[config.mk]
export PLATFORM = sky130hd
export DESIGN_NAME = audio_adc_rx_flat
export DESIGN_NICKNAME = d
export VERILOG_FILES = /design/src/rtl/audio_adc_rx_if.sv /design/src/rtl/audio_adc_rx.sv /design/src/flat_wrapper.sv
export SDC_FILE = /design/constraint.sdc
export NUM_CORES = 1
export LEC_CHECK = 0
export ABC_AREA = 0
export ABC_CLOCK_PERIOD_IN_PS = 2430
export CORE_UTILIZATION = 53
export DETAILED_ROUTE_END_ITERATION = 16
export PLACE_DENSITY_LB_ADDON = 0.1
export REMOVE_ABC_BUFFERS = 1
export SLEW_MARGIN = 20
export SYNTH_ARGS = -nofsm -noshare
export SYNTH_HDL_FRONTEND = slang
export SYNTH_SLANG_ARGS = --single-unit
[constraint.sdc]
create_clock -name CLOCK_50 -period 2.43 [get_ports CLOCK_50]
set_clock_uncertainty 0.05 [all_clocks]
set_input_delay 0.3645 -clock CLOCK_50 [delete_from_list [all_inputs] [get_ports CLOCK_50]]
set_output_delay 0.3645 -clock CLOCK_50 [all_outputs]
set_load 0.01 [all_outputs]
[src/rtl/audio_adc_rx_if.sv]
// audio_adc_rx_if
// Output bus of the audio ADC receiver: one stereo frame per sample period.
//   tick       1   one-cycle pulse, new frame valid on out_L/out_R
//   out_L      32  signed left sample, left-aligned
//   out_R      32  signed right sample, left-aligned
//   frame_err  1   one-cycle pulse on a malformed word
// Modports: master (driven by the receiver), slave (DSP consumer).
`timescale 1ns/1ps

interface audio_adc_rx_if;
    logic        tick;
    logic [31:0] out_L;
    logic [31:0] out_R;
    logic        frame_err;

    modport master (output tick, output out_L, output out_R, output frame_err);
    modport slave  (input  tick, input  out_L, input  out_R, input  frame_err);
endinterface

[src/rtl/audio_adc_rx.sv]
// audio_adc_rx
// Deserialises the codec ADC I2S stream (BCLK/ADCLRCK/ADCDAT, asynchronous to
// CLOCK_50) into one stereo frame per sample period. All logic runs on
// CLOCK_50; the codec signals are synchronised and edge-detected, never used
// as clocks.
// Ports:
//   CLOCK_50     in   system clock, sole clock domain
//   reset_n      in   asynchronous active-low reset
//   enable       in   0 forces the FSM to IDLE, no ticks, outputs hold
//   AUD_BCLK     in   codec bit clock (async)
//   AUD_ADCLRCK  in   codec frame clock, low = left word (async)
//   AUD_ADCDAT   in   codec serial data, MSB first (async)
//   rx_bus       master modport of audio_adc_rx_if (tick/out_L/out_R/frame_err)
// Optional feature: define AUDIO_RX_DC_BLOCK_EN to insert a first-order DC
// blocker (pole shift DC_K) after the deserialiser; it adds one cycle of
// latency to tick and the outputs.
`timescale 1ns/1ps

module audio_adc_rx #(
    parameter int DATA_W  = 24,
    parameter int SYNC_FF = 2
`ifdef AUDIO_RX_DC_BLOCK_EN
    ,
    parameter int DC_K    = 10
`endif
) (
    input  logic           CLOCK_50,
    input  logic           reset_n,
    input  logic           enable,
    input  logic           AUD_BCLK,
    input  logic           AUD_ADCLRCK,
    input  logic           AUD_ADCDAT,
    audio_adc_rx_if.master rx_bus
);

    typedef enum logic [2:0] {
        IDLE, L_SKIP, L_SHIFT, R_WAIT, R_SKIP, R_SHIFT, DONE, L_WAIT
    } state_t;

    localparam logic [5:0] LAST_BIT = 6'(DATA_W - 1);

    logic [SYNC_FF-1:0] bclk_sync, lrck_sync, data_sync;
    logic               bclk_d, lrck_d;
    logic               bclk_s, lrck_s, data_s;
    logic               bclk_rise, lrck_rise, lrck_fall;

    state_t             state, state_nxt;
    logic [5:0]         bit_cnt, cnt_nxt;
    logic [DATA_W-1:0]  shift_l, shift_r, shl_nxt, shr_nxt;
    logic               err_nxt, done_nxt;
    logic               err_q, done_q;
    logic [31:0]        samp_l, samp_r, fmt_l, fmt_r;

    assign bclk_s    = bclk_sync[SYNC_FF-1];
    assign lrck_s    = lrck_sync[SYNC_FF-1];
    assign data_s    = data_sync[SYNC_FF-1];
    assign bclk_rise = bclk_s & ~bclk_d;
    assign lrck_rise = lrck_s & ~lrck_d;
    assign lrck_fall = ~lrck_s & lrck_d;

    // Synchronisers plus one extra stage for edge detection. Data shares the
    // same depth as BCLK so the sampled bit lines up with the detected rise.
    always_ff @(posedge CLOCK_50 or negedge reset_n) begin
        if (!reset_n) begin
            bclk_sync <= '0;
            lrck_sync <= '0;
            data_sync <= '0;
            bclk_d    <= 1'b0;
            lrck_d    <= 1'b0;
        end else begin
            bclk_sync <= {bclk_sync[SYNC_FF-2:0], AUD_BCLK};
            lrck_sync <= {lrck_sync[SYNC_FF-2:0], AUD_ADCLRCK};
            data_sync <= {data_sync[SYNC_FF-2:0], AUD_ADCDAT};
            bclk_d    <= bclk_s;
            lrck_d    <= lrck_s;
        end
    end

    // State register.
    always_ff @(posedge CLOCK_50 or negedge reset_n) begin
        if (!reset_n) begin
            state <= IDLE;
        end else begin
            state <= state_nxt;
        end
    end

    // Next-state and shift logic. LRCK edges take priority over BCLK rises:
    // an edge in the middle of a word is a framing error. A fall always
    // restarts a left word at once so the receiver resyncs without losing a
    // frame; any other misplaced edge drops back to IDLE.
    always_comb begin
        state_nxt = state;
        cnt_nxt   = bit_cnt;
        shl_nxt   = shift_l;
        shr_nxt   = shift_r;
        err_nxt   = 1'b0;
        done_nxt  = 1'b0;
        if (!enable) begin
            state_nxt = IDLE;
        end else begin
            unique case (state)
                IDLE: begin
                    if (lrck_fall) state_nxt = L_SKIP;
                end
                L_SKIP, L_SHIFT: begin
                    if (lrck_fall) begin
                        err_nxt   = 1'b1;
                        state_nxt = L_SKIP;
                    end else if (lrck_rise) begin
                        err_nxt   = 1'b1;
                        state_nxt = IDLE;
                    end else if (bclk_rise) begin
                        if (state == L_SKIP) begin
                            cnt_nxt   = '0;
                            state_nxt = L_SHIFT;
                        end else begin
                            shl_nxt = {shift_l[DATA_W-2:0], data_s};
                            cnt_nxt = bit_cnt + 6'd1;
                            if (bit_cnt == LAST_BIT) state_nxt = R_WAIT;
                        end
                    end
                end
                R_WAIT: begin
                    if (lrck_rise) begin
                        state_nxt = R_SKIP;
                    end else if (lrck_fall) begin
                        err_nxt   = 1'b1;
                        state_nxt = L_SKIP;
                    end
                end
                R_SKIP, R_SHIFT: begin
                    if (lrck_fall) begin
                        err_nxt   = 1'b1;
                        state_nxt = L_SKIP;
                    end else if (lrck_rise) begin
                        err_nxt   = 1'b1;
                        state_nxt = IDLE;
                    end else if (bclk_rise) begin
                        if (state == R_SKIP) begin
                            cnt_nxt   = '0;
                            state_nxt = R_SHIFT;
                        end else begin
                            shr_nxt = {shift_r[DATA_W-2:0], data_s};
                            cnt_nxt = bit_cnt + 6'd1;
                            if (bit_cnt == LAST_BIT) begin
                                done_nxt  = 1'b1;
                                state_nxt = DONE;
                            end
                        end
                    end
                end
                DONE: begin
                    state_nxt = lrck_fall ? L_SKIP : L_WAIT;
                end
                L_WAIT: begin
                    if (lrck_fall) begin
                        state_nxt = L_SKIP;
                    end else if (lrck_rise) begin
                        err_nxt   = 1'b1;
                        state_nxt = IDLE;
                    end
                end
                default: state_nxt = IDLE;
            endcase
        end
    end

    // Left-align the codec word into 32 bits; works for DATA_W up to 32.
    always_comb begin
        fmt_l = '0;
        fmt_r = '0;
        fmt_l[31 -: DATA_W] = shift_l;
        fmt_r[31 -: DATA_W] = shr_nxt;
    end

    // Shift registers, bit counter and the registered raw frame. The raw
    // frame is captured in the same cycle the last right bit arrives, so
    // tick and both samples appear together on the following cycle.
    always_ff @(posedge CLOCK_50 or negedge reset_n) begin
        if (!reset_n) begin
            bit_cnt <= '0;
            shift_l <= '0;
            shift_r <= '0;
            err_q   <= 1'b0;
            done_q  <= 1'b0;
            samp_l  <= '0;
            samp_r  <= '0;
        end else begin
            bit_cnt <= cnt_nxt;
            shift_l <= shl_nxt;
            shift_r <= shr_nxt;
            err_q   <= err_nxt;
            done_q  <= done_nxt;
            if (done_nxt) begin
                samp_l <= fmt_l;
                samp_r <= fmt_r;
            end
        end
    end

`ifdef AUDIO_RX_DC_BLOCK_EN
    logic signed [31:0] x_prev_l, x_prev_r, y_prev_l, y_prev_r;
    logic signed [31:0] y_l_nxt, y_r_nxt;
    logic [31:0]        dc_l, dc_r;
    logic               tick_dc;

    // y = x - x_prev + y_prev - (y_prev >>> DC_K) with 40-bit headroom,
    // saturated back into the 32-bit output range.
    function automatic logic signed [31:0] dc_step(
        input logic signed [31:0] x,
        input logic signed [31:0] xp,
        input logic signed [31:0] yp
    );
        logic signed [39:0] xe, xpe, ype, ysh, y;
        xe  = x;
        xpe = xp;
        ype = yp;
        ysh = yp >>> DC_K;
        y   = xe - xpe + ype - ysh;
        if (y > 40'sh00_7FFF_FFFF) begin
            dc_step = 32'sh7FFF_FFFF;
        end else if (y < 40'shFF_8000_0000) begin
            dc_step = 32'sh8000_0000;
        end else begin
            dc_step = y[31:0];
        end
    endfunction

    assign y_l_nxt = dc_step(samp_l, x_prev_l, y_prev_l);
    assign y_r_nxt = dc_step(samp_r, x_prev_r, y_prev_r);

    // Filter state only advances on accepted frames.
    always_ff @(posedge CLOCK_50 or negedge reset_n) begin
        if (!reset_n) begin
            x_prev_l <= '0;
            x_prev_r <= '0;
            y_prev_l <= '0;
            y_prev_r <= '0;
            dc_l     <= '0;
            dc_r     <= '0;
            tick_dc  <= 1'b0;
        end else begin
            tick_dc <= done_q;
            if (done_q) begin
                x_prev_l <= samp_l;
                x_prev_r <= samp_r;
                y_prev_l <= y_l_nxt;
                y_prev_r <= y_r_nxt;
                dc_l     <= y_l_nxt;
                dc_r     <= y_r_nxt;
            end
        end
    end

    assign rx_bus.tick  = tick_dc;
    assign rx_bus.out_L = dc_l;
    assign rx_bus.out_R = dc_r;
`else
    assign rx_bus.tick  = done_q;
    assign rx_bus.out_L = samp_l;
    assign rx_bus.out_R = samp_r;
`endif

    assign rx_bus.frame_err = err_q;

endmodule

[src/flat_wrapper.sv]
// flat-port wrapper written by rule: the top's interface ports become plain ports
module audio_adc_rx_flat 
#(
    parameter int DATA_W  = 24,
    parameter int SYNC_FF = 2

)
  (CLOCK_50, reset_n, enable, AUD_BCLK, AUD_ADCLRCK, AUD_ADCDAT, rx_bus_tick, rx_bus_out_L, rx_bus_out_R, rx_bus_frame_err);
  audio_adc_rx_if rx_bus_i ();
  input  logic CLOCK_50;
  input  logic reset_n;
  input  logic enable;
  input  logic AUD_BCLK;
  input  logic AUD_ADCLRCK;
  input  logic AUD_ADCDAT;
  output wire logic [$bits(rx_bus_i.tick)-1:0] rx_bus_tick;
  output wire logic [$bits(rx_bus_i.out_L)-1:0] rx_bus_out_L;
  output wire logic [$bits(rx_bus_i.out_R)-1:0] rx_bus_out_R;
  output wire logic [$bits(rx_bus_i.frame_err)-1:0] rx_bus_frame_err;
  assign rx_bus_tick = rx_bus_i.tick;
  assign rx_bus_out_L = rx_bus_i.out_L;
  assign rx_bus_out_R = rx_bus_i.out_R;
  assign rx_bus_frame_err = rx_bus_i.frame_err;
  audio_adc_rx #(.DATA_W(DATA_W), .SYNC_FF(SYNC_FF)) u_core (.CLOCK_50(CLOCK_50), .reset_n(reset_n), .enable(enable), .AUD_BCLK(AUD_BCLK), .AUD_ADCLRCK(AUD_ADCLRCK), .AUD_ADCDAT(AUD_ADCDAT), .rx_bus(rx_bus_i));
endmodule
==> results of run 1 <==
## power by group through the flow
stage,registers [mW],clock network [mW],logic (mW)
5_1_grt,1.93,2.56,0.136
3_5_place_dp,1.96,0,0.118
2_1_floorplan,1.96,0,0.0495
6_report,1.93,2.42,0.117
3_3_place_gp,1.96,0,0.114
4_1_cts,1.93,2.46,0.119
## worst max-delay path, cell delays in order (launching register included)
cell     delay (ns)
dfrtp_1        0.34
inv_1          0.06
ha_1           0.29
nor4b_4        0.38
nand4_4        0.15
nor2_4         0.17
buf_12         0.25
mux2_1         0.36
## worst max-delay path by stage
stage	to	slack, ns	depth (start not counted)
finish	u_core.rx_bus.out_L[9]	0.24	7
global route	u_core.rx_bus.out_L[9]	0.09	7
CTS	u_core.rx_bus.out_L[9]	0.21	7
detailed placement	u_core.rx_bus.out_R[12]	0.24	7
global placement	u_core.rx_bus.out_L[20]	0.27	6
floorplan	u_core.rx_bus.out_L[16]	-0.37	5
## cell type report
cell class	count	share of cell area (%)
Clock inverter	15	2.88
Clock buffer	17	6.95
Inverter	7	0.441
Timing Repair Buffer	67	11.4
Multi-Input combinational cell	186	28.2
Sequential cell	114	47.9
Tap cell	108	2.27
## per-stage QoR
step	total power [mW]	cells	setup WS [ns]	setup TNS (ns)	area, sq um
2_1_floorplan	2.01	307	-0.371	-17.61	4560
3_3_place_gp	2.07	481	0.266	0	5370
3_5_place_dp	2.08	481	0.239	0	5370
4_1_cts	4.51	514	0.213	0	5960
5_1_grt	4.63	514	0.0927	0	5960
6_report	4.46	514	0.243	0	5960
## metal layers
metal | global-route usage (%) | vias to the layer above | share of wire [%]
met5 | 0 | - | 0
met4 | 6.00 | 0 | 0.33
met2 | 31.0 | 59 | 49
li1 | - | 1270 | -
met1 | 25.3 | 1419 | 46
met3 | 6.95 | 2 | 4.3
## cell families (layout without fill, tap and decap cells)
group	after synthesis	in the layout	share of synthesized area, %
flops	114	114	60.5
mux	97	97	23.1
buf+inv	37	106	4.96
simple gates	34	34	4.96
compound gates	33	33	4.88
fa+ha+maj	5	5	1.27
other cells	1	16	0.0796
xor+xnor	1	1	0.186
## sequential cells by signal, indices dropped and copies added (netlist names)
signal / cells
u_core.shift_l: 24
u_core.lrck_sync: 2
u_core.rx_bus.tick: 1
u_core.bclk_d: 1
u_core.shift_r: 23
u_core.rx_bus.out_R: 24
u_core.rx_bus.frame_err: 1
u_core.rx_bus.out_L: 24
u_core.lrck_d: 1
u_core.bclk_sync: 2
u_core.state: 3
u_core.data_sync: 2
u_core.bit_cnt: 6
## timing repair
action                                 in CTS  in global routing
resized for setup                           0                  0
endpoints found under the hold margin      36                  0
buffers inserted                            0                  0
hold buffers                                1                  0
## layout by cell type, fill, tap and decap left out, types with 2 or more instances in the layout
| cell type | count |
|---|---|
| dfrtp_1 | 114 |
| mux2_2 | 86 |
| clkdlybuf4s50_1 | 54 |
| conb_1 | 16 |
| clkbuf_16 | 16 |
| nand2_1 | 10 |
| o21ai_0 | 10 |
| mux2_1 | 9 |
| buf_4 | 9 |
| inv_1 | 7 |
| inv_6 | 7 |
| nor2b_1 | 6 |
| o31ai_1 | 4 |
| ha_1 | 4 |
| a21oi_1 | 3 |
| nand3_1 | 3 |
| clkinv_4 | 3 |
| buf_12 | 3 |
| mux2i_1 | 2 |
| a221o_1 | 2 |
| a211oi_1 | 2 |
| a311oi_1 | 2 |
| and4b_1 | 2 |
| nand2b_1 | 2 |
| bufinv_16 | 2 |
==> flow_summary.json, run 1 <==
{
  "critPathKind": "flop to flop",
  "clk_path_buf_depth": 2,
  "synth.ff_latch_count": 114,
  "clk_latency_ns": 0.49,
  "p_seq_share_pct": 43.2,
  "route.detailed.drc": 0,
  "viasPerCell": 5.35,
  "ys_top_cells_by_area": "dfrtp_1 61%, mux2_2 21%, buf_4 3.2%",
  "finalSetupViolCount": 0,
  "yosysTopAreaCellShare_pct": 60.5,
  "ys_seq_area_share_pct": 60.5,
  "cts_tree": "built",
  "reg2reg_depth": 7,
  "cp.required_ns": 2.75,
  "clkTransAtPathRegs_ns": 0.06,
  "grt_pass1_wl_mm": 13.5,
  "portBuffers": 55,
  "ys.warnings.count": 0,
  "drtPass1Iterations": 4,
  "diodes": 0,
  "rrSetupSlack_ns": 0.24,
  "final_antenna_net_count": 0,
  "multi_input_comb_area_sq_mm": 0.00168,
  "die_h_microns": 96.3,
  "regArea_sq_mm": 0.00285,
  "finalCriticalPeriod_ns": 2.19,
  "status": "finished, final reports clean",
  "post-synth-top-count-cell": "dfrtp_1",
  "final_util_pct": 68.7,
  "fillCellCount": 629,
  "drive_gt1_share_pct": 33.3,
  "timing.final.crit_share_pct": 90.0,
  "ioPinCount": 72,
  "gr-total-overflow": 0,
  "worstSetupEndpointType": "flop",
  "netlist_top_cells_count": "114 x dfrtp_1, 86 x mux2_2, 20 x buf_4, 10 x nand2_1, 10 x o21ai_0",
  "wl_per_cell_microns": 15.5,
  "dp_hpwl_mm": 4.99,
  "vias": 2750,
  "timing.fmax_mhz": 457,
  "syn2layout_area_growth_pct": 26.5,
  "grtUsageTotal_pct": 19.5,
  "critPathLaunchType": "flop",
  "syn-cell-area_sq_mm": 0.00471,
  "syn_inst": 322,
  "grt_pass1_vias": 2787,
  "clockRootBuffer": "clkbuf_8",
  "die_w_microns": 96.3,
  "crit_path_start": "u_core.lrck_d",
  "synthArstFlopShare_pct": 100,
  "core-area_sq_mm": 0.00868,
  "hold_violations": 0,
  "dieArea_sq_mm": 0.00927,
  "maxSlewViolCount": 0,
  "num_rows": 34,
  "grt_max_degree": 41,
  "p_comb_share_pct": 2.6,
  "clock_sinks": 114,
  "hold_path.class": "input pin to flop",
  "worstPathArrival_ns": 2.51,
  "synthFlopType": "dfrtp_1",
  "leakagePower_nw": 2.90,
  "avgSynthCellArea_sq_um": 14.6,
  "powerDensity_mw_per_mm2": 749,
  "synth_edf_count": 0,
  "start_util_pct": 54.3,
  "min_to": "u_core.data_sync[0]",
  "switching_share_pct": 22.9,
  "drtIter0Drc": 77,
  "gp_congestion": 0.819,
  "num-nets-final": 403,
  "min_from": "AUD_ADCDAT",
  "antenna_found_initial": 0,
  "vdd_drop_max_mv": 0.489,
  "finalHoldWorstSlack_ns": 0.260,
  "slew_headroom_pct": 64.5,
  "hold-path-cell-count": 1,
  "drt_wl_total_mm": 7.95,
  "worst_pin_slew_ns": 0.532,
  "intPower_mw": 3.44,
  "rr_startpoint": "u_core.lrck_d",
  "synth_top_cell_by_area": "dfrtp_1",
  "ys_types": 46,
  "worstReg2RegEnd": "u_core.rx_bus.out_L[9]",
  "power_frac_clock_pct": 54.2,
  "p_switching_mw": 1.02,
  "drv_cap": 0,
  "rsz0062_at_grt": "no",
  "cp_max_fo": 39,
  "cts_buffers": 17,
  "cts_max_level": 4
}
Note: power is estimated with default switching activity, not from simulation.
==> run 2, diff against run 1 <==
TNS_END_PERCENT = 1   (was not set)
==> results of run 2 <==
The final DEF is identical to that of run 1; final timing and power are the same.
==> run 3, diff against run 2 <==
GPL_ROUTABILITY_DRIVEN = 0   (was not set)
HOLD_SLACK_MARGIN = 0.08   (was not set)
==> results of run 3 <==
The final DEF is identical to that of run 1; final timing and power are the same.
